## src/rtl/truth_table_sequencer_pkg.sv

```systemverilog
// rtl/truth_table_sequencer_pkg.sv - shared state encoding and row-count helper for the truth table sequencer
package truth_table_sequencer_pkg;

  typedef enum logic [1:0] {
    S_IDLE   = 2'd0,
    S_SETTLE = 2'd1,
    S_SAMPLE = 2'd2,
    S_DONE   = 2'd3
  } state_e;

  function automatic int rows_of(input int n_in);
    return 1 << n_in;
  endfunction

endpackage

```

## src/rtl/truth_table_sequencer_settle_timer.sv

```systemverilog
// rtl/truth_table_sequencer_settle_timer.sv - per-vector settle counter, expires on its last settle clock
module truth_table_sequencer_settle_timer #(
  parameter int SETTLE_CYCLES = 2
) (
  input  logic clk,
  input  logic rst_n,
  input  logic clear,
  input  logic enable,
  output logic expire
);

  localparam int W = (SETTLE_CYCLES + 1 > 2) ? $clog2(SETTLE_CYCLES + 1) : 1;

  logic [W-1:0] cnt_q;
  logic [W-1:0] cnt_d;

  always_comb begin
    cnt_d = cnt_q;
    if (clear) begin
      cnt_d = '0;
    end else if (enable) begin
      cnt_d = cnt_q + 1'b1;
    end
  end

  always_ff @(posedge clk) begin
    if (!rst_n) begin
      cnt_q <= '0;
    end else begin
      cnt_q <= cnt_d;
    end
  end

  assign expire = (cnt_q == W'(SETTLE_CYCLES - 1));

endmodule

```

## src/rtl/truth_table_sequencer.sv

```systemverilog
// rtl/truth_table_sequencer.sv - sweeps every input vector of a combinational function and checks it against a golden table
module truth_table_sequencer
  import truth_table_sequencer_pkg::*;
#(
  parameter int                    N_IN          = 4,
  parameter int                    SETTLE_CYCLES = 2,
  parameter logic [(1<<N_IN)-1:0]  EXPECTED      = 16'h6996
) (
  input  logic                   clk,
  input  logic                   rst_n,
  input  logic                   start,
  input  logic                   dut_f,
  output logic [N_IN-1:0]        dut_in,
  output logic                   busy,
  output logic                   done,
  output logic [(1<<N_IN)-1:0]   tt,
  output logic                   match,
  output logic [N_IN:0]          mismatch_cnt
);

  localparam int              ROWS     = rows_of(N_IN);
  localparam logic [N_IN-1:0] LAST_IDX = N_IN'(ROWS - 1);

  state_e            state_q, state_d;
  logic [N_IN-1:0]   idx_q, idx_d;
  logic [N_IN-1:0]   dut_in_q, dut_in_d;
  logic [ROWS-1:0]   tt_q, tt_d;
  logic [N_IN:0]     mis_q, mis_d;
  logic              match_q, match_d;
  logic              busy_q, busy_d;
  logic              done_q, done_d;
  logic              timer_clear;
  logic              timer_en;
  logic              timer_expire;

  truth_table_sequencer_settle_timer #(
    .SETTLE_CYCLES (SETTLE_CYCLES)
  ) u_settle_timer (
    .clk    (clk),
    .rst_n  (rst_n),
    .clear  (timer_clear),
    .enable (timer_en),
    .expire (timer_expire)
  );

  always_comb begin
    state_d     = state_q;
    idx_d       = idx_q;
    dut_in_d    = dut_in_q;
    tt_d        = tt_q;
    mis_d       = mis_q;
    match_d     = match_q;
    timer_clear = 1'b0;
    timer_en    = 1'b0;

    case (state_q)
      S_IDLE: begin
        if (start) begin
          idx_d       = '0;
          dut_in_d    = '0;
          tt_d        = '0;
          mis_d       = '0;
          match_d     = 1'b0;
          timer_clear = 1'b1;
          state_d     = S_SETTLE;
        end
      end
      S_SETTLE: begin
        timer_en = 1'b1;
        if (timer_expire) begin
          state_d = S_SAMPLE;
        end
      end
      S_SAMPLE: begin
        tt_d[idx_q] = dut_f;
        if (dut_f != EXPECTED[idx_q]) begin
          mis_d = mis_q + 1'b1;
        end
        if (idx_q == LAST_IDX) begin
          // match is resolved here so it is already valid in the cycle done is high
          match_d = (mis_d == '0);
          state_d = S_DONE;
        end else begin
          idx_d       = idx_q + 1'b1;
          dut_in_d    = idx_q + 1'b1;
          timer_clear = 1'b1;
          state_d     = S_SETTLE;
        end
      end
      S_DONE: begin
        state_d = S_IDLE;
      end
      default: begin
        state_d = S_IDLE;
      end
    endcase

    busy_d = (state_d != S_IDLE);
    done_d = (state_d == S_DONE);
  end

  always_ff @(posedge clk) begin
    if (!rst_n) begin
      state_q  <= S_IDLE;
      idx_q    <= '0;
      dut_in_q <= '0;
      tt_q     <= '0;
      mis_q    <= '0;
      match_q  <= 1'b0;
      busy_q   <= 1'b0;
      done_q   <= 1'b0;
    end else begin
      state_q  <= state_d;
      idx_q    <= idx_d;
      dut_in_q <= dut_in_d;
      tt_q     <= tt_d;
      mis_q    <= mis_d;
      match_q  <= match_d;
      busy_q   <= busy_d;
      done_q   <= done_d;
    end
  end

  assign dut_in       = dut_in_q;
  assign busy         = busy_q;
  assign done         = done_q;
  assign tt           = tt_q;
  assign match        = match_q;
  assign mismatch_cnt = mis_q;

endmodule
```

## config.mk

```make
export PLATFORM = sky130hd
export DESIGN_NAME = truth_table_sequencer
export DESIGN_NICKNAME = d
export VERILOG_FILES = /design/src/rtl/truth_table_sequencer_pkg.sv /design/src/rtl/truth_table_sequencer_settle_timer.sv /design/src/rtl/truth_table_sequencer.sv
export SDC_FILE = /design/constraint.sdc
export NUM_CORES = 1
export LEC_CHECK = 0
export ABC_CLOCK_PERIOD_IN_PS = 2170
export CAP_MARGIN = 40
export CORE_MARGIN = 4
export CORE_UTILIZATION = 51
export CTS_CLUSTER_DIAMETER = 40
export CTS_CLUSTER_SIZE = 20
export DETAILED_ROUTE_END_ITERATION = 10
export PLACE_DENSITY_LB_ADDON = 0.2
export SETUP_SLACK_MARGIN = 0.15
export SLEW_MARGIN = 20
export SYNTH_ARGS = -nofsm -noshare
export SYNTH_HDL_FRONTEND = slang
export SYNTH_HIERARCHICAL = 1
export SYNTH_SLANG_ARGS = --single-unit
```

## constraint.sdc

```tcl
create_clock -name clk -period 2.17 [get_ports clk]
set_input_delay 0.5425 -clock clk [delete_from_list [all_inputs] [get_ports clk]]
set_output_delay 0.5425 -clock clk [all_outputs]
set_load 0.02 [all_outputs]
```

# == Yosys cells after proc, flatten, opt, wreduce, memory -nomap -nowiden ==
# Memory sizes are Yosys's and may differ from the RTL's. A register that Yosys moved wholly into a read port is not among the register bits.
# Cells that the tools add are included.
# word_totals
register_bits,32
romBits,16
input_bits,4
out_inout_bits,28
word_cells,60
n_memories,1
# classes
n_addsub,3
order_cmp,2
eq_ne,10
n_mux,26
n_bitwise,1
n_reduce_logical,9
# memory_table
memory,depth,width,rd,rd_ports_with_merged_regs,write_ports,line_no,text
(no name shown),16,1,1,1,0,truth_table_sequencer.sv:76,if (dut_f != EXPECTED[idx_q]) begin
# ops
op,count
$pmux W16 S2,1
$bwmux W16,1
$mux W16,1
$mux W4,4
$mux W5,3
$pmux W5 S2,1
$pmux W2 S4,1
$pmux W4 S2,1
$mux W1,7
$eq A2 B2 Y1 const B,3
$mux W2,3
$ne A2 B2 Y1 const B,3
$reduce_and A3 Y1,2
$add A5 B1 Y5 const B,1
$logic_not A5 Y1,1
$lt A4 B5 Y1 const B,1
$add A4 B1 Y4 const B,1
$demux W1 S4,1
$eq A2 B1 Y1 const B,2
$eq A4 B4 Y1 const B,1
$ge A4 B1 Y1 const B,1
$pmux W1 S2,2
$reduce_bool A2 Y1,2
$add A2 B1 Y2 const B,1
other kinds (6),6

# == Logic depth before layout (Yosys ltp) ==
# Gate-level depths: netlist of the first run.
# depth
word_depth,8
ltp_mapped,7
ltp_nobuf,6

# == Hierarchy ==
# Netlist of the first run, hierarchy kept.
# by_module_without_submodules
mod,instances,cells_per_inst,area_per_inst_um2,seq_area_each_um2
truth_table_sequencer,1,193,1636.6,620.6
truth_table_sequencer_settle_timer,1,9,98.8,40.0

# == Worst setup path before layout of the first run ==
# OpenSTA, ideal clock, no wires.
# synth_path
kind,register -> register
start,register dut_in_q[1] (netlist: dut_in[1])
end,register (tool-made name)
setup_time_ns,0.072
arrival_time_ns,1.626
t_required_ns,2.098
slack_ns,0.473
path_stages_with_launch,7
n_path_buf,0
period_less_slack_ns,1.697
path_cell_list,dfxtp_1 -> ha_1 -> and4_4 -> nor3_2 -> xnor2_1 -> mux2i_1 -> xor2_1
# synth_lines
element,line_no,text
from (decl),truth_table_sequencer.sv:26,"logic [N_IN-1:0] dut_in_q, dut_in_d;"
from (signal assigned),truth_table_sequencer.sv:115,dut_in_q <= dut_in_d;

# == Final worst setup path of the first run ==
# layout_path
start,register mis_q[1] (netlist: mismatch_cnt[1])
end,output port mismatch_cnt[1]
# layout_lines
element,line_no,text
from (decl),truth_table_sequencer.sv:28,"logic [N_IN:0] mis_q, mis_d;"
from (signal assigned),truth_table_sequencer.sv:117,mis_q <= mis_d;
to (decl),truth_table_sequencer.sv:18,output logic [N_IN:0] mismatch_cnt
# No word-level cell between the ends.

==> impl_metrics.tcl, run 1 <==
set metrics [dict create \
    cts_num_sinks 33 \
    slew_viol_final 0 \
    synth_compound_area_share_pct 20.5 \
    synth_simple_gate_area_share_pct 25.4 \
    cts_buffers 5 \
    hold_end "match" \
    post_cts_buffers 0 \
    tightest_slew_ns 0.498 \
    drt_first_pass_iters 5 \
    synthFlopType "dfxtp_1" \
    final_area_um2 2180 \
    grt_overflow_total 0 \
    power_density_nw_per_um2 517 \
    place_congestion 0.791 \
    coreArea_um2 3150 \
    drt-total-wl_mm 4.15 \
    whs_path_depth 2 \
    synth_top_family_by_area "simple AND/OR/NAND/NOR gates" \
    holdBufCountCts 0 \
    dieWidth_um 66.3 \
    yosysSeqAreaShare_pct 38.1 \
    synthesis.area_um2 1740 \
    diodes 0 \
    via_per_inst 5.79 \
    pin_count 32 \
    cpMaxStageDelayCell "clkdlybuf4s50_1" \
    grt_start_max_net_pins 19 \
    nNetsFinal 246 \
    leakage_nw 0.831 \
    cts_buffer_depth 2 \
    ys_async_sr_fraction_pct 0 \
    postLayoutCoreUtil_pct 69.3 \
    cp_max_fo 6 \
    critPathMaxStageDelay_ns 0.64 \
    synth_cell_types 46 \
    hold_path.class "flip-flop to flip-flop" \
    muxShareOfSynthArea_pct 1.87 \
    slew_headroom_pct 66.8 \
    yosysWarnings 6 \
    critPathLaunchType "flip-flop" \
    wl_per_cell_um 14.8 \
    cp_num_buf_inv 1 \
    rsz0062_at_grt "no" \
    grt_pass1_vias 1546 \
    layout_setup_ws_ns 0.218 \
    p_total_mw 1.13 \
    setup_viol 0 \
    whs_ns 0.485 \
    synth_top_area_share_pct 38.1 \
    dp_hpwl_mm 3.07 \
    clk_pin_slew_ns 0.10 \
    cts_tree "built" \
    finalNonFillerCells 281 \
    finClkSkew_ns 0.00548 \
    cts_root_buf "clkbuf_4" \
    synthToLayoutAreaGrowth_pct 25.9 \
    period_share_pct 89.9 \
    die_h_um 66.3 \
    antenna_found_initial 0 \
    cp.required_ns 1.63 \
    post-place-ws_ns 0.0361 \
    peakVddDrop_mv 0.367 \
    most-common-layout-cells "dfxtp_1, clkdlybuf4s50_1, a21oi_1" \
    synth_fa_ha_area_share_pct 4.33 \
    yosys_register_bits 33 \
    finalCriticalPeriod_ns 1.95 \
    critPathCaptureType "output port" \
    cp_cell_sequence "clkdlybuf4s50_1" \
    synth_area_per_cell_um2 8.59 \
    synth_xor_xnor_area_share_pct 4.47 \
    cp_top_family "buffers and inverters" \
    yosys-top-cells-area "dfxtp_1, o211ai_1, a21oi_1" \
    cts.htree.levels 2 \
    final_common_cell "dfxtp_1" \
    reg2reg_setup_slack_ns 0.39 \
    drive_gt1_share_pct 12.2 \
    synth_nets 212 \
    clock_latency_ns 0.34 \
    grt_first_pass_wirelength_mm 7.07 \
    placed_cell_area_um2 2100 \
    cap_violations 0 \
    r2r_cells 6 \
    initial_core_util_pct 55.0 \
    antenna_left 0 \
    hold_viol_final 0 \
    critPathArrivalTime_ns 1.41 \
    vias 1626 \
    fmax_mhz 512 \
    worstHoldStart "match" \
    synth_top_area_cell "dfxtp_1" \
    totalNegativeSetupSlack_ns 0 \
    drcViolationCount 0 \
    grt_usage_pct 21.1 \
    port_buffers 31 \
    synthCells 202 \
    dieArea_um2 4400 \
    r2r_start "dut_in[1]" \
    fill_cells 276 \
    row_count 20 \
    critPathKind "flip-flop to output port" \
    drtIter0Drc 91 \
    dp_cells 273 \
    status "completed" \
    synth_enable_flop_cells 0 \
]
[logic make-up (layout without fill, tap and decap cells)]
group	count (synthesis)	count (layout)
buffers and inverters	20	55
flip-flops	33	33
multiplexers	3	3
AO/OA/AOI/OAI	54	54
adder cells (fa/ha/maj)	6	6
AND/OR/NAND/NOR	78	78
XOR/XNOR	8	8
[cell type report]
| type | count | area, µm² | share of cell area [%] |
|---|---|---|---|
| Clock inverter | 1 | 5.00 | 0.229 |
| Tap cell | 44 | 55.1 | 2.52 |
| Multi-Input combinational cell | 149 | 981 | 44.9 |
| Inverter | 6 | 22.5 | 1.03 |
| Clock buffer | 7 | 65.1 | 2.98 |
| Sequential cell | 33 | 661 | 30.2 |
| Timing Repair Buffer | 41 | 395 | 18.1 |
[report_power, final]
part | internal, mW | switching (mW) | leakage, nW | total (mW)
clock network | 0.188 | 0.215 | 0.0413 | 0.403
registers | 0.612 | 0.00985 | 0.267 | 0.622
logic | 0.0458 | 0.0591 | 0.524 | 0.105
total | 0.846 | 0.284 | 0.831 | 1.13
[registers in the layout, indices dropped and copies added (netlist names), named ones only]
| register | cells |
|---|---|
| tt | 16 |
| mismatch_cnt | 5 |
| dut_in | 4 |
| state_q | 2 |
| u_settle_timer/cnt_q | 2 |
| busy | 1 |
| done | 1 |
| match | 1 |
[timing repair]
action | in CTS | in global routing
endpoints found under the setup margin | 0 | 4
hold endpoints to repair | 0 | 0
resized for setup | 0 | 4
[Yosys cell counts, drive strengths merged (2+ instances only)]
cell	count
nor3	3
nand3	12
o211ai	15
xnor2	3
nand4	15
buf	10
dfxtp	33
xor2	5
and3	2
and2b	4
nand2	12
ha	6
o21a	2
clkbuf	4
nor2b	2
mux2	2
o21ai	4
nor2	15
a22oi	3
a211oi	2
nand2b	4
o311ai	3
inv	5
a21oi	22
and2	3
[per-layer routing]
layer | part of all wire [%] | track usage (%) | wire (µm)
met1 | 46 | 27.1 | 1900
met2 | 47 | 32.8 | 1950
met3 | 5.7 | 4.59 | 238
met4 | 1.4 | 11.2 | 58
met5 | 0 | 0 | 0
[worst max-delay path by stage]
stage | startpoint | to | slack [ns] | cells after the start
floorplan | dut_in[1] | flip-flop | 0.47 | 6
global placement | start | flip-flop | 0.09 | 6
detailed placement | dut_f | mismatch_cnt[2] | 0.04 | 6
CTS | mismatch_cnt[0] | mismatch_cnt[0] | 0.16 | 1
global route | mismatch_cnt[1] | mismatch_cnt[1] | 0.16 | 1
finish | mismatch_cnt[1] | mismatch_cnt[1] | 0.22 | 1
Power figures use the tool's default switching activity.
==> run 2, diff against run 1 <==
- HOLD_SLACK_MARGIN: unset -> 0.12
==> results of run 2 <==
The final DEF is identical to that of run 1; final timing and power are the same.
==> run 3, diff against run 2 <==
- CTS_CLUSTER_SIZE: 20 -> unset
- PLACE_DENSITY: unset -> 0.89
- PLACE_DENSITY_LB_ADDON: 0.2 -> unset
==> run 3 against run 2 <==
  * Register-to-register slack gained 0.02 ns
  * Wire length is 2.0% lower
  * Critical endpoint unchanged
  * Clock power grew 20%
  * Clock skew is 0.0069 ns higher
  * Combinational power about the same
  * Global-route usage down 0.61 points
  * Via count is 1.2% higher
  * Non-clock buffer count shrank 2
  * Count of clock-buffer cells in the layout unchanged
  * First-iteration DRC count rose by 4.4%
  * Sequential power about the same
  * Maximum frequency rose by 0.53%
  * Critical path type unchanged
==> impl_metrics.tcl, run 3 (synthesis results as in run 1) <==
set metrics [dict create \
    peakVddDrop_mv 0.692 \
    cp.required_ns 1.63 \
    drt-total-wl_mm 4.06 \
    grt_usage_pct 20.5 \
    antenna_left 0 \
    wl_met1_mm 1.79 \
    pin_count 32 \
    rsz0062_at_grt "no" \
    hold_viol_final 0 \
    largest_reg_flops 16 \
    coreArea_um2 3150 \
    cts_root_buf "clkbuf_4" \
    cap_violations 0 \
    cp_num_buf_inv 1 \
    most-common-layout-cells "dfxtp_1, clkdlybuf4s50_1, a21oi_1" \
    post_cts_buffers 0 \
    drcViolationCount 0 \
    cp_cell_sequence "clkdlybuf4s50_1" \
    clk_pin_slew_ns 0.10 \
    initial_core_util_pct 55.0 \
    p_int_mw 0.931 \
    period_share_pct 89.5 \
    via_per_inst 5.90 \
    power_density_nw_per_um2 552 \
    tightest_slew_ns 0.477 \
    final_area_um2 2190 \
    status "completed" \
    cpMaxStageDelayCell "clkdlybuf4s50_1" \
    power.sequential.fraction_pct 51.5 \
    vias 1646 \
    finClkSkew_ns 0.0123 \
    setup_viol 0 \
    dieWidth_um 66.3 \
    dp_cells 271 \
    drt_first_pass_iters 4 \
    row_count 20 \
    finalCriticalPeriod_ns 1.94 \
    dp_hpwl_mm 2.90 \
    topRoutingLayerUsed "met4" \
    cp_max_fo 6 \
    dieArea_um2 4400 \
    cts_buffers 5 \
    grt_start_max_net_pins 19 \
    hold_path.class "flip-flop to flip-flop" \
    slew_headroom_pct 68.2 \
    finalNonFillerCells 279 \
    met3_wirelength_um 209 \
    antenna_found_initial 0 \
    p_sw_mw 0.278 \
    critPathMaxStageDelay_ns 0.63 \
    p_comb_share_pct 8.4 \
    holdBufCountCts 0 \
    cts_resized 1 \
    wl_per_cell_um 14.6 \
    port_buffers 31 \
    slew_viol_final 0 \
    cts_buffer_depth 2 \
    clock_latency_ns 0.34 \
    cp_top_family "buffers and inverters" \
    clock_power_share_pct 40.1 \
    leakage_nw 0.845 \
    fill_cells 273 \
    place_congestion 0.865 \
    drive_gt1_share_pct 11.5 \
    die_h_um 66.3 \
    drtIter0Drc 95 \
    cts.htree.levels 2 \
    critPathCaptureType "output port" \
    switching_share_pct 23.0 \
    critPathArrivalTime_ns 1.40 \
    grt_pass1_vias 1533 \
    synthToLayoutAreaGrowth_pct 26.1 \
    totalNegativeSetupSlack_ns 0 \
    placed_cell_area_um2 2090 \
    critPathLaunchType "flip-flop" \
    wl_met2_mm 1.98 \
    fmax_mhz 515 \
    final_common_cell "dfxtp_1" \
    cts_num_sinks 33 \
    nNetsFinal 244 \
    diodes 0 \
    cts_tree "built" \
    grt_overflow_total 0 \
    grt_first_pass_wirelength_mm 6.94 \
    critPathKind "flip-flop to output port" \
]
[run 3: cell type report]
type	count	area, µm²	area share [%]
multi-input combinational	149	981	44.8
sequential	33	662	30.2
timing repair buffer	39	383	17.5
clock buffer	7	55.1	2.52
tap	44	55.1	2.52
clock inverter	1	30.0	1.37
inverter	6	22.5	1.03
[run 3: worst paths after layout]
| check | to | depth (start not counted) | slack (ns) | startpoint |
|---|---|---|---|---|
| worst min register to register | tt[3] | 2 | 0.48 | tt[3] |
| worst min-delay path | tt[3] | 2 | 0.48 | tt[3] |
| worst max-delay path | mismatch_cnt[1] | 1 | 0.23 | mismatch_cnt[1] |
| worst max register to register | flip-flop | 6 | 0.41 | dut_in[0] |
[run 3: worst min-delay path: cells and delay by family (launching register included)]
kind	cells	cell delay (ns)
AOI/OAI and AO/OA	1	0.06
DFF	1	0.32
and+or+nand+nor	1	0.06
[run 3: power groups by stage]
stage | clock network, mW | registers [mW] | logic (mW)
3_3_place_gp | 0 | 0.635 | 0.0990
4_1_cts | 0.495 | 0.622 | 0.101
5_1_grt | 0.529 | 0.624 | 0.111
2_1_floorplan | 0 | 0.633 | 0.0717
3_5_place_dp | 0 | 0.636 | 0.101
6_report | 0.485 | 0.622 | 0.102
[run 3: per-stage QoR]
step	hold WS [ns]	total power [mW]	worst slack, ns	util (%)
3_3_place_gp	0.463	0.734	0.0910	66.3
2_1_floorplan	0.482	0.704	0.473	-
6_report	0.477	1.21	0.228	69.4
3_5_place_dp	0.465	0.737	0.0350	66.3
4_1_cts	0.479	1.22	0.156	69.0
5_1_grt	0.506	1.27	0.169	69.4
[run 3: metal layers]
| metal | up-vias | track usage [%] |
|---|---|---|
| li1 | 805 | - |
| met1 | 771 | 25.9 |
| met2 | 60 | 32.7 |
| met3 | 10 | 4.25 |
| met4 | 0 | 10.4 |
| met5 | - | 0 |
